File: src/rtl/pipe_hazard_ctrl_if.sv
// Handshake bundle between the MIPS pipeline datapath and pipe_hazard_ctrl.
// The datapath side drives hazard inputs; the hazard unit returns lock/clear/forward/stats.
interface pipe_hazard_ctrl_if #(
  parameter int unsigned STAGES = 4,
  parameter int unsigned REG_AW = 5,
  parameter int unsigned CNT_W  = 16
);
  logic [REG_AW-1:0] id_rs;
  logic [REG_AW-1:0] id_rt;
  logic              id_use_rs;
  logic              id_use_rt;
  logic [REG_AW-1:0] ex_rs;
  logic [REG_AW-1:0] ex_rt;
  logic [REG_AW-1:0] ex_rd;
  logic              ex_regW;
  logic              ex_memR;
  logic [REG_AW-1:0] m_rd;
  logic              m_regW;
  logic [REG_AW-1:0] wb_rd;
  logic              wb_regW;
  logic              branch_taken;
  logic              mem_ready;
  logic [STAGES-1:0] pipe_lock;
  logic [STAGES-1:0] pipe_clear;
  logic              pc_hold;
  logic [1:0]        forwardA;
  logic [1:0]        forwardB;
  logic [CNT_W-1:0]  stall_count;
  logic [CNT_W-1:0]  flush_count;
  logic [CNT_W-1:0]  wait_count;

  modport master (
    output id_rs, id_rt, id_use_rs, id_use_rt, ex_rs, ex_rt, ex_rd, ex_regW, ex_memR,
           m_rd, m_regW, wb_rd, wb_regW, branch_taken, mem_ready,
    input  pipe_lock, pipe_clear, pc_hold, forwardA, forwardB,
           stall_count, flush_count, wait_count
  );

  modport slave (
    input  id_rs, id_rt, id_use_rs, id_use_rt, ex_rs, ex_rt, ex_rd, ex_regW, ex_memR,
           m_rd, m_regW, wb_rd, wb_regW, branch_taken, mem_ready,
    output pipe_lock, pipe_clear, pc_hold, forwardA, forwardB,
           stall_count, flush_count, wait_count
  );
endinterface

File: src/rtl/pipe_hazard_ctrl.sv
// Hazard and pipeline-sequencing unit: load-use stalls, branch flush, memory-wait freeze,
// EX-stage forwarding selects and saturating hazard statistics.
module pipe_hazard_ctrl #(
  parameter int unsigned STAGES       = 4,
  parameter int unsigned REG_AW       = 5,
  parameter int unsigned BRANCH_FLUSH = 3,
  parameter int unsigned LOAD_STALL   = 1,
  parameter int unsigned CNT_W        = 16
) (
  input  logic               clock,
  input  logic               reset,
  pipe_hazard_ctrl_if.slave  hz
);

  localparam int unsigned RW = $clog2(LOAD_STALL + 1);
  localparam logic [STAGES-1:0] FLUSH_MASK = {STAGES{1'b1}} >> (STAGES - BRANCH_FLUSH);

  typedef enum logic [1:0] {RUN, LDSTALL, MEMWAIT} state_e;

  state_e           state_q, state_d;
  state_e           saved_q, saved_d;
  logic [RW-1:0]    rem_q, rem_d;
  logic [CNT_W-1:0] stall_q, stall_d;
  logic [CNT_W-1:0] flush_q, flush_d;
  logic [CNT_W-1:0] wait_q, wait_d;

  state_e            eff;
  logic              lu;
  logic              act_stall;
  logic              act_flush;
  logic [STAGES-1:0] lock;
  logic [STAGES-1:0] clear;
  logic              hold;

  function automatic logic [1:0] fwd_sel(input logic [REG_AW-1:0] src);
    if (hz.m_regW && (hz.m_rd != '0) && (hz.m_rd == src))
      return 2'b10;
    else if (hz.wb_regW && (hz.wb_rd != '0) && (hz.wb_rd == src))
      return 2'b01;
    else
      return 2'b00;
  endfunction

  always_comb begin
    lu = hz.ex_memR && hz.ex_regW && (hz.ex_rd != '0) &&
         ((hz.id_use_rs && (hz.ex_rd == hz.id_rs)) ||
          (hz.id_use_rt && (hz.ex_rd == hz.id_rt)));
    // MEMWAIT replays the decision of the state it interrupted.
    eff = (state_q == MEMWAIT) ? saved_q : state_q;

    state_d   = state_q;
    saved_d   = saved_q;
    rem_d     = rem_q;
    act_stall = 1'b0;
    act_flush = 1'b0;
    lock      = '1;
    clear     = '0;
    hold      = 1'b0;

    if (!hz.mem_ready) begin
      lock    = '0;
      hold    = 1'b1;
      state_d = MEMWAIT;
      saved_d = eff;
    end else if (hz.branch_taken) begin
      act_flush = 1'b1;
      clear     = FLUSH_MASK;
      state_d   = RUN;
      rem_d     = '0;
    end else if ((eff == LDSTALL) || lu) begin
      act_stall = 1'b1;
      lock[0]   = 1'b0;
      clear[1]  = 1'b1;
      hold      = 1'b1;
      if (eff == LDSTALL) begin
        rem_d   = rem_q - 1'b1;
        state_d = (rem_q == RW'(1)) ? RUN : LDSTALL;
      end else if (LOAD_STALL > 1) begin
        rem_d   = RW'(LOAD_STALL - 1);
        state_d = LDSTALL;
      end else begin
        state_d = RUN;
      end
    end else begin
      state_d = RUN;
    end

    stall_d = (act_stall && (stall_q != '1)) ? stall_q + 1'b1 : stall_q;
    flush_d = (act_flush && (flush_q != '1)) ? flush_q + 1'b1 : flush_q;
    wait_d  = (!hz.mem_ready && (wait_q != '1)) ? wait_q + 1'b1 : wait_q;
  end

  always_ff @(posedge clock) begin
    if (!reset) begin
      state_q <= RUN;
      saved_q <= RUN;
      rem_q   <= '0;
      stall_q <= '0;
      flush_q <= '0;
      wait_q  <= '0;
    end else begin
      state_q <= state_d;
      saved_q <= saved_d;
      rem_q   <= rem_d;
      stall_q <= stall_d;
      flush_q <= flush_d;
      wait_q  <= wait_d;
    end
  end

  // While reset is low every pipeline register is both enabled and cleared.
  assign hz.pipe_lock   = reset ? lock  : '1;
  assign hz.pipe_clear  = reset ? clear : '1;
  assign hz.pc_hold     = reset ? hold  : 1'b0;
  assign hz.forwardA    = reset ? fwd_sel(hz.ex_rs) : 2'b00;
  assign hz.forwardB    = reset ? fwd_sel(hz.ex_rt) : 2'b00;
  assign hz.stall_count = stall_q;
  assign hz.flush_count = flush_q;
  assign hz.wait_count  = wait_q;

endmodule

File: src/flat_wrapper.sv
// flat-port wrapper written by rule: the top's interface ports become plain ports
module pipe_hazard_ctrl_flat 
#(
  parameter int unsigned STAGES       = 4,
  parameter int unsigned REG_AW       = 5,
  parameter int unsigned BRANCH_FLUSH = 3,
  parameter int unsigned LOAD_STALL   = 1,
  parameter int unsigned CNT_W        = 16
)
  (clock, reset, hz_id_rs, hz_id_rt, hz_id_use_rs, hz_id_use_rt, hz_ex_rs, hz_ex_rt, hz_ex_rd, hz_ex_regW, hz_ex_memR, hz_m_rd, hz_m_regW, hz_wb_rd, hz_wb_regW, hz_branch_taken, hz_mem_ready, hz_pipe_lock, hz_pipe_clear, hz_pc_hold, hz_forwardA, hz_forwardB, hz_stall_count, hz_flush_count, hz_wait_count);
  pipe_hazard_ctrl_if #(.STAGES(STAGES), .REG_AW(REG_AW), .CNT_W(CNT_W)) hz_i ();
  input  logic clock;
  input  logic reset;
  input wire logic [$bits(hz_i.id_rs)-1:0] hz_id_rs;
  input wire logic [$bits(hz_i.id_rt)-1:0] hz_id_rt;
  input wire logic [$bits(hz_i.id_use_rs)-1:0] hz_id_use_rs;
  input wire logic [$bits(hz_i.id_use_rt)-1:0] hz_id_use_rt;
  input wire logic [$bits(hz_i.ex_rs)-1:0] hz_ex_rs;
  input wire logic [$bits(hz_i.ex_rt)-1:0] hz_ex_rt;
  input wire logic [$bits(hz_i.ex_rd)-1:0] hz_ex_rd;
  input wire logic [$bits(hz_i.ex_regW)-1:0] hz_ex_regW;
  input wire logic [$bits(hz_i.ex_memR)-1:0] hz_ex_memR;
  input wire logic [$bits(hz_i.m_rd)-1:0] hz_m_rd;
  input wire logic [$bits(hz_i.m_regW)-1:0] hz_m_regW;
  input wire logic [$bits(hz_i.wb_rd)-1:0] hz_wb_rd;
  input wire logic [$bits(hz_i.wb_regW)-1:0] hz_wb_regW;
  input wire logic [$bits(hz_i.branch_taken)-1:0] hz_branch_taken;
  input wire logic [$bits(hz_i.mem_ready)-1:0] hz_mem_ready;
  output wire logic [$bits(hz_i.pipe_lock)-1:0] hz_pipe_lock;
  output wire logic [$bits(hz_i.pipe_clear)-1:0] hz_pipe_clear;
  output wire logic [$bits(hz_i.pc_hold)-1:0] hz_pc_hold;
  output wire logic [$bits(hz_i.forwardA)-1:0] hz_forwardA;
  output wire logic [$bits(hz_i.forwardB)-1:0] hz_forwardB;
  output wire logic [$bits(hz_i.stall_count)-1:0] hz_stall_count;
  output wire logic [$bits(hz_i.flush_count)-1:0] hz_flush_count;
  output wire logic [$bits(hz_i.wait_count)-1:0] hz_wait_count;
  assign hz_i.id_rs = hz_id_rs;
  assign hz_i.id_rt = hz_id_rt;
  assign hz_i.id_use_rs = hz_id_use_rs;
  assign hz_i.id_use_rt = hz_id_use_rt;
  assign hz_i.ex_rs = hz_ex_rs;
  assign hz_i.ex_rt = hz_ex_rt;
  assign hz_i.ex_rd = hz_ex_rd;
  assign hz_i.ex_regW = hz_ex_regW;
  assign hz_i.ex_memR = hz_ex_memR;
  assign hz_i.m_rd = hz_m_rd;
  assign hz_i.m_regW = hz_m_regW;
  assign hz_i.wb_rd = hz_wb_rd;
  assign hz_i.wb_regW = hz_wb_regW;
  assign hz_i.branch_taken = hz_branch_taken;
  assign hz_i.mem_ready = hz_mem_ready;
  assign hz_pipe_lock = hz_i.pipe_lock;
  assign hz_pipe_clear = hz_i.pipe_clear;
  assign hz_pc_hold = hz_i.pc_hold;
  assign hz_forwardA = hz_i.forwardA;
  assign hz_forwardB = hz_i.forwardB;
  assign hz_stall_count = hz_i.stall_count;
  assign hz_flush_count = hz_i.flush_count;
  assign hz_wait_count = hz_i.wait_count;
  pipe_hazard_ctrl #(.STAGES(STAGES), .REG_AW(REG_AW), .BRANCH_FLUSH(BRANCH_FLUSH), .LOAD_STALL(LOAD_STALL), .CNT_W(CNT_W)) u_core (.clock(clock), .reset(reset), .hz(hz_i));
endmodule
File: config.mk
export PLATFORM = sky130hd
export DESIGN_NAME = pipe_hazard_ctrl_flat
export DESIGN_NICKNAME = d
export VERILOG_FILES = /design/src/rtl/pipe_hazard_ctrl_if.sv /design/src/rtl/pipe_hazard_ctrl.sv /design/src/flat_wrapper.sv
export SDC_FILE = /design/constraint.sdc
export NUM_CORES = 1
export LEC_CHECK = 0
export CAP_MARGIN = 20
export CORE_UTILIZATION = 30
export DETAILED_ROUTE_END_ITERATION = 7
export REMOVE_ABC_BUFFERS = 1
export SYNTH_ARGS = -nofsm -noshare
export SYNTH_HDL_FRONTEND = slang
export SYNTH_SLANG_ARGS = --single-unit
File: constraint.sdc
create_clock -name clock -period 2.6 [get_ports clock]
set_input_delay 0.26 -clock clock [delete_from_list [all_inputs] [get_ports clock]]
set_output_delay 0.26 -clock clock [all_outputs]
set_load 0.01 [all_outputs]
# Yosys cells after proc, flatten, opt, wreduce, memory -nomap -nowiden
# Cells that the tools add are included.
# word_totals
ff_bits	53
in_bits	45
# classes
add_sub_neg	4
eq_ne	11
n_mux	31
n_bitwise	4
reduce_logical	24
# ops
op	count
$add 16x1->16 const B	3
$ne 16x16->1 const B	3
$eq 5x5->1	6
$mux 1	18
$mux 2	9
$reduce_bool 5->1	3
$logic_and 1x1->1	14
$mux 4	3
$reduce_or 5->1	1
$not 1->1	4
$reduce_bool 2->1	2
$mux 3	1
$reduce_and 3->1	1
$eq 2x1->1 const B	1
$eq 2x2->1 const B	1
$logic_or 1x1->1	2
$logic_not 1->1	1
$sub 1x1->1 const B	1

# Longest topological paths before layout
# Gate-level depths: netlist (run 1).
# logic_depth
ltp_word	9
ltp_mapped	8

# Worst setup path after synthesis (run 1)
# No wires, ideal clock.
# synth_path
path_type	register to register
from	reg u_core.stall_q[0] (netlist: u_core.hz.stall_count[0])
to	reg u_core.stall_q[9] (netlist: u_core.hz.stall_count[9])
t_arrival_ps	1856
required_time_ps	2530
path_slack_ps	674
stages_incl_launch_ff	9
n_path_buf	2
period_less_slack_ps	1926
path_cell_list	dfxtp_1 -> ha_1 -> nand3_1 -> nor3_1 -> a31o_2 -> buf_2 -> buf_2 -> o31ai_1 -> a21oi_1
# synth_between
elab_chain_len	2
# synth_rtl
element	line_no	rtl
from (decl)	pipe_hazard_ctrl.sv:23	logic [CNT_W-1:0] stall_q, stall_d;
from (signal assigned)	pipe_hazard_ctrl.sv:105	stall_q <= stall_d;
branches (longest 2 deep; another with $add 16x1->16)	--	
# Parallel ways; which one is timed is not known.
# A chain may end at the register's enable or synchronous reset.

# Worst setup path in the final report (run 1)
# layout_path
from	in hz_m_rd[0]
to	out hz_forwardB[0]
# layout_between
elab_chain_len	5
# layout_rtl
element	line_no	rtl
from (decl)	flat_wrapper.sv:23	input wire logic [$bits(hz_i.m_rd)-1:0] hz_m_rd;
$reduce_bool 5->1	pipe_hazard_ctrl.sv:36	if (hz.m_regW && (hz.m_rd != '0) && (hz.m_rd == src))
$logic_and 1x1->1	pipe_hazard_ctrl.sv:36	
$logic_and 1x1->1 (*)	pipe_hazard_ctrl.sv:36	
$mux 2 (*)	pipe_hazard_ctrl.sv:36	
$mux 2 (*)	pipe_hazard_ctrl.sv:116	assign hz.forwardB = reset ? fwd_sel(hz.ex_rt) : 2'b00;
to (decl)	flat_wrapper.sv:33	output wire logic [$bits(hz_i.forwardB)-1:0] hz_forwardB;
# Mark *: on every way between the ends. The rest lies on a longest branch, timed or not.

==> results of run 1 <==
## synth_stat cells, types with 7 or more instances
cell,count
xor2_1,31
clkbuf_1,10
nand3_1,25
a21oi_1,19
o21ai_0,8
and4_1,7
inv_1,11
and3_1,9
or4_1,14
nor2_1,43
xnor2_1,28
nand2_1,22
o31ai_1,11
nand4_1,10
dfxtp_1,53
## registers in the layout (all words and copies together), names as in the netlist
register / count
u_core.state_q: 2
u_core.hz.flush_count: 16
u_core.hz.wait_count: 16
u_core.rem_q: 1
u_core.hz.stall_count: 16
u_core.saved_q: 2
## worst reg2reg max path: stages (launching register included)
cell	delay (ns)
dfxtp_1	0.36
ha_1	0.22
nand3_1	0.14
nor3_1	0.07
buf_4	0.15
a31o_2	0.27
buf_4	0.22
or4_1	0.49
a21oi_1	0.15
## cell usage in the layout, fill, tap and decap left out, drive strengths merged, types with 2 or more instances in the layout
cell type / instances
nor2: 43
ha: 3
nand2b: 3
a311oi: 2
dfxtp: 53
dlygate4sd2: 2
nor4: 4
and4: 7
xnor2: 28
o211ai: 2
or4: 14
nand3: 25
nand4: 10
and2: 3
nand2: 22
a21oi: 19
mux2i: 4
clkbuf: 6
buf: 19
nor3: 4
o21ai: 10
clkinv: 2
o31ai: 11
inv: 11
dlymetal6s2s: 2
a31o: 2
clkdlybuf4s50: 101
and3: 9
xor2: 31
or3: 3
## worst max-delay path by stage
stage                                   from                         to  slack [ns]  depth (start not counted)
floorplan           u_core.hz.stall_count[0]  u_core.hz.stall_count[11]        0.42                          7
global placement                 hz_ex_rd[1]           hz_pipe_clear[1]       -0.03                          7
detailed placement               hz_wb_rd[0]             hz_forwardA[0]       -0.06                          6
CTS                               hz_m_rd[0]             hz_forwardB[0]        0.03                          6
global route                      hz_m_rd[3]             hz_forwardA[1]        0.03                          8
finish                            hz_m_rd[0]             hz_forwardB[0]        0.11                          6
## logic make-up (layout without fill, tap and decap cells)
group	count (synthesis)	after routing	synth area share, %
AND/OR/NAND/NOR	151	151	27.0
AO/OA/AOI/OAI	54	54	12.0
buffers and inverters	29	143	4.60
flip-flops	53	53	36.1
XOR/XNOR	59	59	17.6
multiplexers	4	4	1.36
adder cells (fa/ha/maj)	3	3	1.28
## where the power goes
group          switching, uW  internal, uW  total [uW]
logic                    102           137         240
clock network            271           217         488
registers               7.29           817         825
total                    381          1170        1550
## metrics by stage
step / power, uW / utilization [%] / setup TNS, ns / setup slack (ns) / instances
floorplan: 930 / - / 0 / 0.418 / 335
global placement: 1080 / 44.8 / -0.0346 / -0.0256 / 588
global route: 1630 / 45.9 / 0 / 0.0289 / 596
finish: 1550 / 45.9 / 0 / 0.106 / 596
detailed placement: 1080 / 44.8 / -0.106 / -0.0631 / 588
CTS: 1580 / 45.8 / 0 / 0.0305 / 596
## layer usage
metal	wire, microns	GRT usage, %
met3	446	2.77
met2	3680	26.4
met4	65	3.23
met1	3670	19.5
met5	0	0
## area by class of cell
| type | instances | area, sq um |
|---|---|---|
| Tap cell | 129 | 161 |
| Sequential cell | 53 | 1060 |
| Multi-Input combinational cell | 271 | 1750 |
| Inverter | 11 | 41.3 |
| Timing Repair Buffer | 124 | 1200 |
| Fill cell | 952 | 5070 |
| Clock inverter | 2 | 13.8 |
| Clock buffer | 6 | 82.6 |
## timing repair
| action | CTS | global route |
|---|---|---|
| endpoints found under the setup margin | 2 | 4 |
| cloned | 0 | 0 |
| resized for setup | 2 | 5 |
==> reports/results.ini, run 1 <==
[clocking]
clkTransAtPathRegs_ns = 0.10
root_buffer = clkbuf_8
cts_buffer_depth = 2
htreeDepth = 2
postCtsSetupBuffers = 0
cts_tree = yes
holdBufCountCts = 0
clock_latency_ns = 0.30
clock-sinks = 53
cts_buffers = 5

[global_routing]
grt_max_degree = 47
grt_overflow = 0
grt_usage_pct = 15.2
grt_pass1_vias = 2797
grt_pass1_wl_mm = 12.6
grt_antenna_before_repair = 0

[worst_setup_path]
path_max_fanout = 2
crit_path_max_incr_delay_ns = 0.56
crit_required_ns = 2.34
worst-path-buf-inv = 2
critPathSlowestCell = clkdlybuf4s50_1
path_cells = clkdlybuf4s50_1 > or4_1 > o21ai_2 > nor4_1 > nor3_1 > clkdlybuf4s50_1
critPathKind = input pin to output port
rrSetupSlack_ns = 0.45
end_kind = output port
crit_path_frequent_cell = clkdlybuf4s50_1
r2r-end = u_core.hz.stall_count[10]
r2r_start = u_core.hz.stall_count[0]
critPathLaunchType = input pin
reg2reg_depth = 8
path_delay_family = buffers and inverters
arrival_ns = 2.23

[routing]
vias = 2929
wirelength_mm = 7.87
drt_iter0_drc = 72
drc = 0
wl_per_cell_microns = 13.2
dr.pass1.iters = 4
final_antenna_net_count = 0
via_per_inst = 4.91

[power]
ir_worst_vdd_v = 0.000217
leakage_uw = 0.00148
cellPowerDensity_mw_per_mm2 = 361

[timing]
worst_pin_slew_ns = 0.490
skew_ns = 0.0139
finalSetupViolations = 0
fin_hold_ws_ns = 0.448
rsz0062_at_grt = no
period_share_pct = 95.9
finalMaxSlewViolations = 0
max_slew_margin_pct = 67.3
fmax_mhz = 401
finalCriticalPeriod_ns = 2.49
hold_viol = 0

[floorplan]
dieArea_sq_mm = 0.0102
core.rowCount = 35
die_w_microns = 101
io_pins = 106
fp.dieH_microns = 101
core_area_sq_mm = 0.00937
initial_core_util_pct = 31.3

[min_path]
hp-class = flip-flop to flip-flop
hp-start = u_core.rem_q
min_path_cells = 1
hold-path-endpoint = u_core.state_q[0]

[logic_synthesis]
ys.flop_type = dfxtp_1
syn_area_sq_mm = 0.00294
ys_seq_area_share_pct = 36.1
ys_ff_latch = 53
synth_cells = 353
synth-edff-count = 0
synth_area_leaders = dfxtp_1 36%, xor2_1 9.2%, xnor2_1 8.4%
yosys.cell_types.count = 43
asyncSetResetFlopFracSynth_pct = 0
yosys_warnings = 0
syn_area_per_cell_sq_um = 8.32
yosys.area.top_type_share_pct = 36.1
yosysTopAreaCell = dfxtp_1

[place]
io_buffers = 105
hpwl_mm = 5.91
gp_congestion = 0.758
dpl_cell_area_sq_mm = 0.00420

[flow_run]
cap_violations = 0

[finish]
final_nets = 514
fin_area_sq_mm = 0.00431
areaGrowthSynthToFinish_pct = 46.7
drive_gt1_share_pct = 7.28
antenna_cells = 0

[run_status]
status = finished, final reports clean

No activity file was read; power rests on OpenSTA's default activity.
==> run 2: changes to the inputs <==
--- a/config.mk
+++ b/config.mk
@@ -7,8 +7,10 @@
 export LEC_CHECK = 0
 export CAP_MARGIN = 20
 export CORE_UTILIZATION = 30
+export CTS_CLUSTER_SIZE = 10
 export DETAILED_ROUTE_END_ITERATION = 7
 export REMOVE_ABC_BUFFERS = 1
+export SLEW_MARGIN = 20
 export SYNTH_ARGS = -nofsm -noshare
 export SYNTH_HDL_FRONTEND = slang
 export SYNTH_SLANG_ARGS = --single-unit
==> results of run 2 <==
Final layout, timing and power as in run 1 (identical DEF).
